===== src/rtl/pc_redirect_ctrl_if.sv =====
// Execute-to-fetch redirect bus: branch/jump requests in, fetch PC and flush control out.
// The master side is the pipeline (drives requests); the slave side is the PC controller.
interface pc_redirect_ctrl_if #(
    parameter int CNT_W = 16
);
    logic             stall;
    logic             br_en;
    logic             br_ne;
    logic             jmp;
    logic             jr;
    logic             z;
    logic [31:0]      rd1;
    logic [31:0]      ex_pc;
    logic [15:0]      offset;
    logic [31:0]      pc;
    logic [31:0]      pc_plus4;
    logic             flush;
    logic             redirect;
    logic [CNT_W-1:0] taken_cnt;

    modport master (
        output stall, br_en, br_ne, jmp, jr, z, rd1, ex_pc, offset,
        input  pc, pc_plus4, flush, redirect, taken_cnt
    );

    modport slave (
        input  stall, br_en, br_ne, jmp, jr, z, rd1, ex_pc, offset,
        output pc, pc_plus4, flush, redirect, taken_cnt
    );
endinterface


===== src/rtl/pc_redirect_ctrl.sv =====
// Fetch PC owner: resolves branches/jumps from execute, redirects the PC and
// holds a multi-cycle flush of the younger IF/ID stages after each taken redirect.
module pc_redirect_ctrl #(
    parameter logic [31:0] RESET_PC     = 32'h0000_0000,
    parameter int          FLUSH_CYCLES = 2,
    parameter int          CNT_W        = 16
) (
    input  logic               clk,
    input  logic               rst,
    pc_redirect_ctrl_if.slave  bus
);
    typedef enum logic {RUN, FLUSH} state_e;

    localparam logic [2:0] FLUSH_INIT = 3'(FLUSH_CYCLES - 1);

    state_e           state_q, state_d;
    logic [31:0]      pc_q, pc_d;
    logic [2:0]       fcnt_q, fcnt_d;
    logic [CNT_W-1:0] cnt_q, cnt_d;

    logic             req;
    logic             accept;
    logic [31:0]      pc_inc;
    logic [31:0]      br_target;
    logic [31:0]      target;

    assign pc_inc    = pc_q + 32'd4;
    assign req       = bus.jr | bus.jmp | (bus.br_en & (bus.z ^ bus.br_ne));
    // Requests seen while flushing come from squashed instructions and are dropped.
    assign accept    = (state_q == RUN) & req & ~rst;
    assign br_target = bus.ex_pc + 32'd4 + {{14{bus.offset[15]}}, bus.offset, 2'b00};
    assign target    = bus.jr ? {bus.rd1[31:2], 2'b00} : br_target;

    always_ff @(posedge clk or posedge rst) begin
        if (rst) begin
            state_q <= RUN;
            pc_q    <= RESET_PC;
            fcnt_q  <= 3'd0;
            cnt_q   <= '0;
        end else begin
            state_q <= state_d;
            pc_q    <= pc_d;
            fcnt_q  <= fcnt_d;
            cnt_q   <= cnt_d;
        end
    end

    always_comb begin
        state_d = state_q;
        pc_d    = pc_q;
        fcnt_d  = fcnt_q;
        cnt_d   = cnt_q;
        case (state_q)
            RUN: begin
                // A redirect wins over stall so a resolved branch is never lost.
                if (accept) begin
                    pc_d    = target;
                    state_d = FLUSH;
                    fcnt_d  = FLUSH_INIT;
                    if (cnt_q != '1) begin
                        cnt_d = cnt_q + 1'b1;
                    end
                end else if (!bus.stall) begin
                    pc_d = pc_inc;
                end
            end
            FLUSH: begin
                if (!bus.stall) begin
                    pc_d = pc_inc;
                    if (fcnt_q == 3'd0) begin
                        state_d = RUN;
                    end else begin
                        fcnt_d = fcnt_q - 3'd1;
                    end
                end
            end
        endcase
    end

    assign bus.pc        = pc_q;
    assign bus.pc_plus4  = pc_inc;
    assign bus.flush     = (state_q == FLUSH);
    assign bus.redirect  = accept;
    assign bus.taken_cnt = cnt_q;
endmodule


===== src/flat_wrapper.sv =====
// flat-port wrapper written by rule: the top's interface ports become plain ports
module pc_redirect_ctrl_flat 
#(
    parameter logic [31:0] RESET_PC     = 32'h0000_0000,
    parameter int          FLUSH_CYCLES = 2,
    parameter int          CNT_W        = 16
)
  (clk, rst, bus_stall, bus_br_en, bus_br_ne, bus_jmp, bus_jr, bus_z, bus_rd1, bus_ex_pc, bus_offset, bus_pc, bus_pc_plus4, bus_flush, bus_redirect, bus_taken_cnt);
  pc_redirect_ctrl_if #(.CNT_W(CNT_W)) bus_i ();
  input  logic clk;
  input  logic rst;
  input wire logic [$bits(bus_i.stall)-1:0] bus_stall;
  input wire logic [$bits(bus_i.br_en)-1:0] bus_br_en;
  input wire logic [$bits(bus_i.br_ne)-1:0] bus_br_ne;
  input wire logic [$bits(bus_i.jmp)-1:0] bus_jmp;
  input wire logic [$bits(bus_i.jr)-1:0] bus_jr;
  input wire logic [$bits(bus_i.z)-1:0] bus_z;
  input wire logic [$bits(bus_i.rd1)-1:0] bus_rd1;
  input wire logic [$bits(bus_i.ex_pc)-1:0] bus_ex_pc;
  input wire logic [$bits(bus_i.offset)-1:0] bus_offset;
  output wire logic [$bits(bus_i.pc)-1:0] bus_pc;
  output wire logic [$bits(bus_i.pc_plus4)-1:0] bus_pc_plus4;
  output wire logic [$bits(bus_i.flush)-1:0] bus_flush;
  output wire logic [$bits(bus_i.redirect)-1:0] bus_redirect;
  output wire logic [$bits(bus_i.taken_cnt)-1:0] bus_taken_cnt;
  assign bus_i.stall = bus_stall;
  assign bus_i.br_en = bus_br_en;
  assign bus_i.br_ne = bus_br_ne;
  assign bus_i.jmp = bus_jmp;
  assign bus_i.jr = bus_jr;
  assign bus_i.z = bus_z;
  assign bus_i.rd1 = bus_rd1;
  assign bus_i.ex_pc = bus_ex_pc;
  assign bus_i.offset = bus_offset;
  assign bus_pc = bus_i.pc;
  assign bus_pc_plus4 = bus_i.pc_plus4;
  assign bus_flush = bus_i.flush;
  assign bus_redirect = bus_i.redirect;
  assign bus_taken_cnt = bus_i.taken_cnt;
  pc_redirect_ctrl #(.RESET_PC(RESET_PC), .FLUSH_CYCLES(FLUSH_CYCLES), .CNT_W(CNT_W)) u_core (.clk(clk), .rst(rst), .bus(bus_i));
endmodule

===== config.mk =====
export PLATFORM = sky130hd
export DESIGN_NAME = pc_redirect_ctrl_flat
export DESIGN_NICKNAME = d
export VERILOG_FILES = /design/src/rtl/pc_redirect_ctrl_if.sv /design/src/rtl/pc_redirect_ctrl.sv /design/src/flat_wrapper.sv
export SDC_FILE = /design/constraint.sdc
export NUM_CORES = 1
export LEC_CHECK = 0
export ABC_AREA = 1
export CORE_ASPECT_RATIO = 1.4
export CORE_MARGIN = 10
export CORE_UTILIZATION = 40
export CTS_CLUSTER_DIAMETER = 40
export DETAILED_ROUTE_END_ITERATION = 12
export DONT_BUFFER_PORTS = 1
export PLACE_DENSITY = 0.64
export SLEW_MARGIN = 40
export SYNTH_ARGS = -nofsm -noshare
export SYNTH_HDL_FRONTEND = slang
export SYNTH_SLANG_ARGS = --single-unit

===== constraint.sdc =====
create_clock -name clk -period 3.73 [get_ports clk]
set_clock_uncertainty 0.15 [all_clocks]
set_input_delay 0 -clock clk [delete_from_list [all_inputs] [get_ports clk]]
set_output_delay 0 -clock clk [all_outputs]
set_load 0.005 [all_outputs]

======== After elaboration in Yosys (flattened, before gate mapping) ========
Index checks and enable logic that the tools add are counted.
word-level totals
  register bits ........................... 52
  input port bits ......................... 88
  output and inout bits ................... 82
  word-level logic and storage cells ...... 36
operators by class
  add/subtract/negate cells ............... 5
  equal/unequal tests ..................... 4
  muxes and demuxes ....................... 12
  bitwise logic cells ..................... 8
  reductions and logical operators ........ 3
operators by type and width
  operator                                           number
  2-to-1 mux 32 bit                                  3
  adder 32 x 3 -> 32 bit (second input constant)     2
  case mux 32 bit (2 select lines)                   1
  adder 32 bit                                       1
  adder 16 x 1 -> 16 bit (second input constant)     1
  inequality test 16 bit (second input constant)     1
  2-to-1 mux 3 bit                                   3
  inequality test 2 bit (second input constant)      3
  case mux 3 bit (2 select lines)                    1
  AND reduction 3 bit                                2
  bitwise AND 1 bit                                  3
  zero test 3 bit                                    1
  2-to-1 mux 1 bit                                   3
  subtractor 3 x 1 -> 3 bit (second input constant)  1
  NOT 1 bit                                          2
  bitwise OR 1 bit                                   2
  case mux 1 bit (2 select lines)                    1
  bitwise XOR 1 bit                                  1

======== Longest topological paths before layout ========
  word-level depth ........................ 7
  mapped depth ............................ 14
  gate-level depth less buffers ........... 14

======== Least setup slack after synthesis ========
OpenSTA, ideal clock, no wires.
  path type ............................... input to register
  from .................................... input rst
  to ...................................... register u_core.cnt_q[13] (netlist: u_core.bus.taken_cnt[13])
  library setup time ...................... 0.123 ns
  arrival ................................. 2.059 ns
  required time ........................... 3.457 ns
  setup slack ............................. 1.398 ns
  stages on the path ...................... 8
  buffers on the path ..................... 0
  cell sequence ........................... inv_1 nand3_1 inv_2 nand2_2 inv_2 nand4_2 o21ai_0 nand2_1
on the way
  word-level cells in the longest chain between the ends .. 3
RTL lines
  element                               line                    source
  start: declaration                    flat_wrapper.sv:11      input logic rst;
  NOT 1 bit                             pc_redirect_ctrl.sv:30  assign accept = (state_q == RUN) & req & ~rst;
  bitwise AND 1 bit                     pc_redirect_ctrl.sv:30
  AND reduction 3 bit (no source line)  --
  end signal: assignment                pc_redirect_ctrl.sv:44  cnt_q <= cnt_d;
  end: declaration                      pc_redirect_ctrl.sv:19  logic [CNT_W-1:0] cnt_q, cnt_d;
No other way between the ends.
A chain may end at the register's enable or synchronous reset.

======== Worst setup path in the final report ========
  from .................................... register u_core.pc_q[14] (netlist: u_core.bus.pc[14])
  to ...................................... register u_core.pc_q[31] (netlist: u_core.bus.pc[31])
on the way
  word-level cells in the longest chain between the ends .. 4
RTL lines
  element                               line                                            source
  start: declaration                    pc_redirect_ctrl.sv:17                          logic [31:0] pc_q, pc_d;
  start signal: assignment              pc_redirect_ctrl.sv:42                          pc_q <= pc_d;
  adder 32 x 3 -> 32 bit (*)            pc_redirect_ctrl.sv:27                          assign pc_inc = pc_q + 32'd4;
  net bus_pc_plus4[31]                  flat_wrapper.sv:22                              output wire logic [$bits(bus_i.pc_plus4)-1:0] bus_pc_plus4;
  2-to-1 mux 32 bit (*)                 pc_redirect_ctrl.sv:63, pc_redirect_ctrl.sv:68
  2-to-1 mux 32 bit                     pc_redirect_ctrl.sv:56                          if (accept) begin
  case mux 32 bit (2 select lines) (*)  pc_redirect_ctrl.sv:53                          case (state_q)
  net u_core.pc_d[31]                   pc_redirect_ctrl.sv:17
Mark *: on every way through the listed nets, which the timed path passes. The rest lies on a longest branch.

==> impl_metrics.csv <==
group,metric,value,unit
timing,final_hold_viol_count,0,
drt,viasPerCell,5.08,
clocking,cts_root_buf,"clkbuf_16",
clocking,clock_sinks,52,
yosys,synthArstFlopShare,1.00,
timing,layout_min_cycle_time,2.59,ns
drt,drc,0,
power_and_ir_drop,peakVddDrop,311,uV
yosys,synth_top_family_by_area,"simple AND/OR/NAND/NOR gates",
timing,max_freq,386,MHz
place,dp_hpwl,16900,microns
yosys,synth_mux_area_frac,0,
yosys,ys_ff_latch,52,
final_layout,syn2layout_area_growth,12.1,%
global_routing,grt_usage,0.195,
flow_run,drv_cap,0,
critical_path,cp_slowest_cell,"dlygate4sd3_1",
critical_path,path_max_fanout,5,
yosys,ys_dominant_reg_cell,"dfrtp_1",
floorplanning,coreArea,14900,sq um
clocking,cts_tree,"done",
place,place.gp.congestion,0.915,
drt,drt_pass1_iterations,4,
timing,grt_setup_unrepaired,"false",
yosys,yosysWarnings,0,
critical_path,crit_required,3.77,ns
global_routing,grt_pass1_wl,31600,microns
floorplanning,die_area,20500,sq um
clocking,post_cts_resized,0,
power_and_ir_drop,seq_power_share,0.339,
timing,relSlewSlack,0.429,
yosys,postSynthAreaPerCell,6.20,sq um
drt,wl,20400,microns
power_and_ir_drop,power_density,492,nW/um^2
yosys,syn_inst,975,
drt,drtAntennaViolNets,0,
power_and_ir_drop,swShare,0.489,
yosys,synthSimpleGateAreaFrac,0.360,
power_and_ir_drop,combPwrFrac,0.476,
place,portBuffers,0,
critical_path,crit_path_end_kind,"register",
final_layout,mostFrequentLayoutCells,"nand2_1 (318), inv_1 (142), nor2_1 (82)",
timing,finalCritPeriodShare,0.694,
critical_path,cp-start-kind,"register",
power_and_ir_drop,internal-power,0.00170,W
yosys,netlist_area,6040,sq um
power_and_ir_drop,p_sw,0.00163,W
critical_path,worst_ep_arrival_time,2.63,ns
drt,routedWlPerCell,17.1,microns
critical_path,critPathKind,"reg -> reg",
clocking,cts.clk_slew.worst_paths,0.08,ns
power_and_ir_drop,p_leak,3.58,nW
global_routing,grt_max_degree,53,
yosys,yosys.area_share.xor_xnor,0.0722,
global_routing,antenna_found_initial,1,
critical_path,path_cells,"nand2_1 > nor2_2 > nand2_1 > nor3_1 > nand2_1 > nand2_1 > nand2_1 > a21oi_1 > a21oi_1 > dlygate4sd3_1",
clocking,cts_max_level,2,
power_and_ir_drop,p_clk_frac,0.185,
timing,worst_pin_slew,0.854,ns
global_routing,grt_overflow,0,
final_layout,nNetsFinal,1151,
critical_path,r2r_setup_slack,1.14,ns
critical_path,cp_top_family,"simple AND/OR/NAND/NOR gates",
timing,timing.setup.tns,0,ns
drt,vias,6066,
yosys,synth_cell_types,41,
yosys,synth.net_count,1125,
critical_path,slowest_delay,0.55,ns
yosys,synth-edff-count,0,
floorplanning,die_width,124,microns
drt,first_iter_violations,237,
yosys,synth_compound_area_frac,0.113,
timing,drv_slew,0,
final_layout,final_common_cell,"nand2_1",
global_routing,grt_pass1_vias,6319,
clocking,cts_buffers,5,
yosys,ys_seq_area_frac,0.215,
final_layout,drive_gt1_frac,0.0429,
clocking,clockBufferDepth,2,
outcome,run_status,"complete, no violations",
hold_path,min_path_type,"in -> reg",
floorplanning,fp.dieH,165,microns
floorplanning,io_pins,170,
critical_path,crit_buf_inv,1,
yosys,synth_adder_area_share,0.130,
timing,final-setup-viol-count,0,
critical_path,cp_common_cell,"nand2_1",
clocking,clock_latency,0.30,ns
floorplanning,initial_core_util,0.405,
floorplanning,rows,53,
timing,hold-worst-slack,0.0544,ns
[power groups by stage]
stage / logic, W / registers, W / clock network, W
2_1_floorplan: 0.00119 / 0.00101 / 0
3_3_place_gp: 0.00151 / 0.00115 / 0
3_5_place_dp: 0.00153 / 0.00115 / 0
4_1_cts: 0.00160 / 0.00114 / 0.000621
5_1_grt: 0.00182 / 0.00118 / 0.000650
6_report: 0.00159 / 0.00113 / 0.000615
[cell usage after synthesis (2+ instances only)]
library cell / n / area, sq um
a21oi_1: 70 / 350
a31oi_1: 4 / 25.0
a32oi_1: 2 / 17.5
buf_2: 4 / 20.0
buf_4: 4 / 30.0
clkbuf_1: 12 / 45.0
dfrtp_1: 52 / 1300
ha_1: 61 / 763
inv_1: 143 / 537
inv_2: 6 / 22.5
nand2_1: 318 / 1190
nand2_2: 4 / 25.0
nand3_1: 56 / 280
nand3b_1: 8 / 60.1
nand4_1: 7 / 43.8
nor2_1: 82 / 308
nor2_2: 4 / 25.0
nor2_4: 3 / 33.8
nor3_1: 16 / 80.1
nor3_2: 5 / 50.1
nor4_1: 2 / 12.5
o21ai_0: 40 / 200
o21ai_1: 4 / 20.0
o22ai_1: 5 / 31.3
xnor2_1: 12 / 105
xor2_1: 36 / 315
[sequential cells by signal, summed over array words and instances (netlist names)]
register and flops:
u_core.bus.taken_cnt 16, u_core.bus.pc 32, u_core.fcnt_q 3, u_core.bus.flush 1
[repair_timing]
action                                 4_1_cts  5_1_grt
hold buffers                                37        0
buffers inserted                             0        0
endpoints found under the hold margin       84        0
[worst min-delay path: cells and delay by family]
kind            cells  cell delay [ns]
compound gates      1             0.19
buf+inv             2             0.26
[cell families (layout without fill, tap and decap cells)]
logic type               Yosys count  in the layout
buffers and inverters            171            198
AND/OR/NAND/NOR                  511            511
AO/OA/AOI/OAI                    130            130
other                              0              1
adder cells (fa/ha/maj)           62             62
flip-flops                        52             52
XOR/XNOR                          49             49
[per-stage QoR]
stage | setup WS, ns | util | area (sq um) | total power (W) | instances
final | 1.14 | 0.454 | 6780 | 0.00333 | 1195
after global placement | 1.41 | 0.416 | 6210 | 0.00266 | 1149
after detailed placement | 1.39 | 0.417 | 6210 | 0.00268 | 1149
after CTS | 1.10 | 0.454 | 6780 | 0.00336 | 1194
after floorplan | 1.40 | - | 6040 | 0.00220 | 975
after global routing | 0.845 | 0.454 | 6780 | 0.00365 | 1195
[metal layers]
layer	wire length (microns)	GRT usage
met1	7320	0.191
met2	11100	0.383
met3	1470	0.0470
met4	550	0.0677
met5	0	0
[area by class of cell]
| class | count | area (sq um) |
|---|---|---|
| flip-flops and latches | 52 | 1300 |
| multi-input cells | 752 | 4090 |
| fillers | 1610 | 8140 |
| repair buffers | 40 | 388 |
| clock inverters | 3 | 68.8 |
| well taps | 192 | 240 |
| inverters | 150 | 564 |
| clock buffers | 5 | 125 |
| diodes | 1 | 2.50 |
[path summary, 6_finish.rpt]
check / cells past startpoint / start / to
max: 10 / u_core.bus.pc[14] / u_core.bus.pc[31]
min: 3 / bus_stall / u_core.bus.flush
max reg2reg: 10 / u_core.bus.pc[14] / u_core.bus.pc[31]
min reg2reg: 1 / u_core.bus.taken_cnt[14] / u_core.bus.taken_cnt[14]
max in group asynchronous: 3 / rst / u_core.bus.pc[6]
min in group asynchronous: 3 / rst / u_core.bus.pc[26]
(Power assumes the default switching activity.)
